## config.mk

```make
export PLATFORM = sky130hd
export DESIGN_NAME = pushbutton_array
export DESIGN_NICKNAME = d
export VERILOG_FILES = /design/src/rtl/pushbutton_array.sv
export SDC_FILE = /design/constraint.sdc
export NUM_CORES = 1
export LEC_CHECK = 0
export CORE_ASPECT_RATIO = 1.4
export CORE_UTILIZATION = 58
export CTS_BUF_LIST = sky130_fd_sc_hd__clkbuf_8
export DETAILED_ROUTE_END_ITERATION = 8
export GPL_TIMING_DRIVEN = 0
export PLACE_DENSITY = 0.75
export SYNTH_ARGS = -nofsm -noshare
export SYNTH_HDL_FRONTEND = slang
export SYNTH_SLANG_ARGS = --single-unit
```

## constraint.sdc

```tcl
create_clock -name i_clk -period 2.3 [get_ports i_clk]
set_clock_uncertainty 0.15 [all_clocks]
set_input_delay 0.23 -clock i_clk [delete_from_list [all_inputs] [get_ports i_clk]]
set_output_delay 0.23 -clock i_clk [all_outputs]
set_load 0.005 [all_outputs]
```

## src/rtl/pushbutton_array.sv

```systemverilog
// N_BTN independent debounced pushbutton channels: synchroniser, counter debounce,
// toggle, press/release pulses and saturating long-press detection.
module pushbutton_array #(
  parameter int N_BTN         = 4,
  parameter int SYNC_STAGES   = 2,
  parameter int DEBOUNCE_EXP  = 16,
  parameter int LONGPRESS_EXP = 24,
  parameter bit ACTIVE_LOW    = 1'b0
) (
  input  logic             i_clk,
  input  logic             i_rst,
  input  logic             i_cg,
  input  logic [N_BTN-1:0] i_button,
  output logic [N_BTN-1:0] o_debounced,
  output logic [N_BTN-1:0] o_toggle,
  output logic [N_BTN-1:0] o_pressPulse,
  output logic [N_BTN-1:0] o_releasePulse,
  output logic [N_BTN-1:0] o_longPress,
  output logic [N_BTN-1:0] o_longPulse
);

  logic [N_BTN-1:0] pre;
  assign pre = i_button ^ {N_BTN{ACTIVE_LOW}};

  for (genvar gi = 0; gi < N_BTN; gi++) begin : g_ch
    logic [SYNC_STAGES-1:0]   sync_reg;
    logic [DEBOUNCE_EXP-1:0]  deb_cnt_reg;
    logic [LONGPRESS_EXP-1:0] long_cnt_reg;
    logic deb_reg, tog_reg, press_reg, release_reg, long_reg, long_pulse_reg;
    logic sync, deb_fire, rel_fire;

    assign sync     = sync_reg[SYNC_STAGES-1];
    assign deb_fire = (sync != deb_reg) && (deb_cnt_reg == '1);
    // A release on the very edge the long counter saturates must not raise o_longPress.
    assign rel_fire = deb_fire && deb_reg;

    always_ff @(posedge i_clk) begin
      if (i_rst) begin
        sync_reg       <= '0;
        deb_cnt_reg    <= '0;
        long_cnt_reg   <= '0;
        deb_reg        <= 1'b0;
        tog_reg        <= 1'b0;
        press_reg      <= 1'b0;
        release_reg    <= 1'b0;
        long_reg       <= 1'b0;
        long_pulse_reg <= 1'b0;
      end else begin
        press_reg      <= 1'b0;
        release_reg    <= 1'b0;
        long_pulse_reg <= 1'b0;
        if (i_cg) begin
          sync_reg <= {sync_reg[SYNC_STAGES-2:0], pre[gi]};

          if (sync == deb_reg) begin
            deb_cnt_reg <= '0;
          end else if (!deb_fire) begin
            deb_cnt_reg <= deb_cnt_reg + 1'b1;
          end else begin
            deb_cnt_reg <= '0;
            deb_reg     <= sync;
            if (sync) begin
              press_reg <= 1'b1;
              tog_reg   <= ~tog_reg;
            end else begin
              release_reg <= 1'b1;
              long_reg    <= 1'b0;
            end
          end

          // Counter saturates at all-ones once the long press is flagged.
          if (!deb_reg) begin
            long_cnt_reg <= '0;
          end else if (!long_reg && !rel_fire) begin
            if (long_cnt_reg == '1) begin
              long_reg       <= 1'b1;
              long_pulse_reg <= 1'b1;
            end else begin
              long_cnt_reg <= long_cnt_reg + 1'b1;
            end
          end
        end
      end
    end

    assign o_debounced[gi]    = deb_reg;
    assign o_toggle[gi]       = tog_reg;
    assign o_pressPulse[gi]   = press_reg;
    assign o_releasePulse[gi] = release_reg;
    assign o_longPress[gi]    = long_reg;
    assign o_longPulse[gi]    = long_pulse_reg;
  end

endmodule

```

==> out/metrics.csv <==
metric,value,unit
largest_register_ffs,96,
place.detailed.hpwl,18600,um
vias,9848,
layout_min_cycle_time,2250,ps
path_class,reg -> reg,
fill_cells,1399,
ys_top_cells_by_count,"dfxtp_1, a21oi_1, nand2_1",
status,finished clean,
setup_viol,0,
final_nets,1294,
cp_data_arrival_time,2500,ps
worst_pin_slew,716,ps
postSynthCellCount,1204,
synthDistinctLibCells,75,
fmax,0.445,GHz
drv_slew,0,
cts.sinks,192,
hold_buffers,0,
ys_async_sr_fraction,0,%
worstHoldPathType,in -> reg,
cp-start-kind,register,
htreeDepth,4,
grt_max_degree,17,
ant_nets,0,
wl_per_cell,18.4,um
syn_area_per_cell,8.33,um2
clockBufferDepth,2,
antenna_found_initial,0,
regToRegSetupSlack,50,ps
cts_tree,done,
track_usage,30.1,%
drive_gt1_share,16.7,%
dieHeight,158,um
maxCapViolCount,0,
reg2reg_to,g_ch[1].long_cnt_reg[11]$_SDFFE_PP0P_,
drt_iter0_drc,650,
cp.required,2550,ps
synth_top_area_cell,dfxtp_1,
fin_hold_ws,272,ps
min_to,g_ch[3].sync_reg[0]$_SDFFE_PP0P_,
ys_ff_latch,192,
reg2regPathDepth,8,
p_leak,3.93,nW
port_buffers,30,
min_from,i_button[3],
grt_pass1_vias,8765,
hold_viol,0,
rows,56,
synth_edf_count,0,
grt-ovfl-total,0,
initial_core_util,59.7,%
core,0.0168,mm2
drcViolationCount,0,
period_share,97.8,%
vias_per_cell,6.59,
ctsRootBufferMaster,clkbuf_8,
fin_tns_setup,0,ps
routed_wl,27500,um
synth_seq_area_share,38.3,%
syn_to_final_growth,16.0,%
n_antenna_cell,0,
clock_latency,470,ps
drtPass1Iterations,7,
cp-end-kind,register,
dieArea,0.0178,mm2
gp_congestion,0.894,
yosysTopAreaCellShare,38.3,%
timing.rr.start,g_ch[1].long_cnt_reg[1]$_SDFFE_PP0P_,
synthFlopType,dfxtp_1,
synthTopCellsByArea,"dfxtp_1, a21oi_1, nand4_1",
cts_inserted_buffers,17,
synth_nets,1219,
cts.clk_slew.worst_paths,100,ps
synth.most_common_cell,dfxtp_1,
grt_pass1_wl,43100,um
synth_warnings,0,
cp_max_fo,7,
peakVddDrop,0.000371,V
die_x,113,um
io_pins,31,
hold_depth,3,
netlist_area,0.0100,mm2
max-slew-margin-rel,51.9,%
p_per_area,503,mW/mm2
==> cell type report <==
type / count / area (um2) / area share [%]
tap: 203 / 254 / 2.18
buffer: 78 / 512 / 4.40
sequential: 192 / 3880 / 33.3
timing repair buffer: 65 / 591 / 5.08
inverter: 16 / 60.1 / 0.516
clock buffer: 21 / 289 / 2.48
clock inverter: 11 / 113 / 0.968
multi-input combinational: 909 / 5940 / 51.0
==> kinds of logic after synthesis <==
family,share of synthesized area (%)
AO/OA/AOI/OAI,20.7
XOR/XNOR,1.66
adder cells (fa/ha/maj),0.998
buffers and inverters,5.40
flip-flops,38.3
multiplexers,2.41
AND/OR/NAND/NOR,30.6
==> what timing repair did <==
| item | CTS | global route |
|---|---|---|
| pin swaps | 9 | 23 |
| resized for setup | 63 | 61 |
| buffers inserted | 9 | 24 |
| gates cloned | 0 | 2 |
| endpoints found under the setup margin | 176 | 130 |
| hold endpoints to repair | 0 | 0 |
==> power by group <==
part / internal [W] / switching (W)
registers: 0.00332 / 0.00000799
clock network: 0.00107 / 0.00118
logic: 0.0000793 / 0.000194
==> worst max path at each step <==
stage                                          startpoint  cells past startpoint                                     to
finish               g_ch[1].long_cnt_reg[1]$_SDFFE_PP0P_                      8  g_ch[1].long_cnt_reg[11]$_SDFFE_PP0P_
global route        g_ch[1].long_cnt_reg[11]$_SDFFE_PP0P_                      5   g_ch[1].long_cnt_reg[9]$_SDFFE_PP0P_
CTS                   g_ch[0].deb_cnt_reg[0]$_SDFFE_PP0P_                      7  g_ch[0].long_cnt_reg[11]$_SDFFE_PP0P_
detailed placement                                   i_cg                      6    g_ch[2].deb_cnt_reg[3]$_SDFFE_PP0P_
global placement                                     i_cg                      7           g_ch[3].deb_reg$_SDFFE_PP0P_
floorplan             g_ch[0].deb_cnt_reg[0]$_SDFFE_PP0P_                      8  g_ch[0].long_cnt_reg[20]$_SDFFE_PP0P_
==> through the flow <==
step                      worst slack (ps)  cell area (um2)  total power (W)  util (%)  cells
after CTS                             1.38            11300          0.00588      66.9   1474
after global routing                 -14.7            11600          0.00606      69.2   1495
after global placement               -1010            10600          0.00366      62.9   1437
after floorplan                       48.4            10000          0.00356         -   1204
after detailed placement             -1040            10600          0.00366      62.9   1437
final                                 50.7            11600          0.00586      69.2   1495
==> placed cells by master, fill, tap and decap left out, types with 8 or more instances in the layout <==
master	count
a21oi_1	111
a22o_1	9
a311oi_1	12
a31oi_1	18
and2_1	12
and3_1	29
and4_1	18
buf_4	63
clkbuf_1	8
clkbuf_2	18
clkbuf_8	21
clkdlybuf4s50_1	30
dfxtp_1	174
dfxtp_2	14
inv_1	17
mux2i_1	23
nand2_1	94
nand2b_1	8
nand3_1	63
nand4_1	66
nor2_1	64
nor2b_1	10
nor3_1	27
nor4_1	17
o21ai_0	62
o31ai_1	43
or3_1	32
or4_1	42
xnor2_1	8
xor2_1	11
==> routing by layer <==
metal	global-route usage, %	share of wire [%]	vias up
met2	52.9	51	282
li1	-	-	4757
met1	36.6	42	4726
met4	12.7	3.2	0
met5	0	0	-
met3	4.52	4.2	83
==> worst max-delay path, cell delays in order (launching register included) <==
cell and delay, ps:
dfxtp_4 380, ha_4 150, nand4_1 200, or4_4 630, nor2_4 140, buf_6 160, clkbuf_16 150, o31ai_1 70
a21oi_1 150
Power figures use the tool's default switching activity.
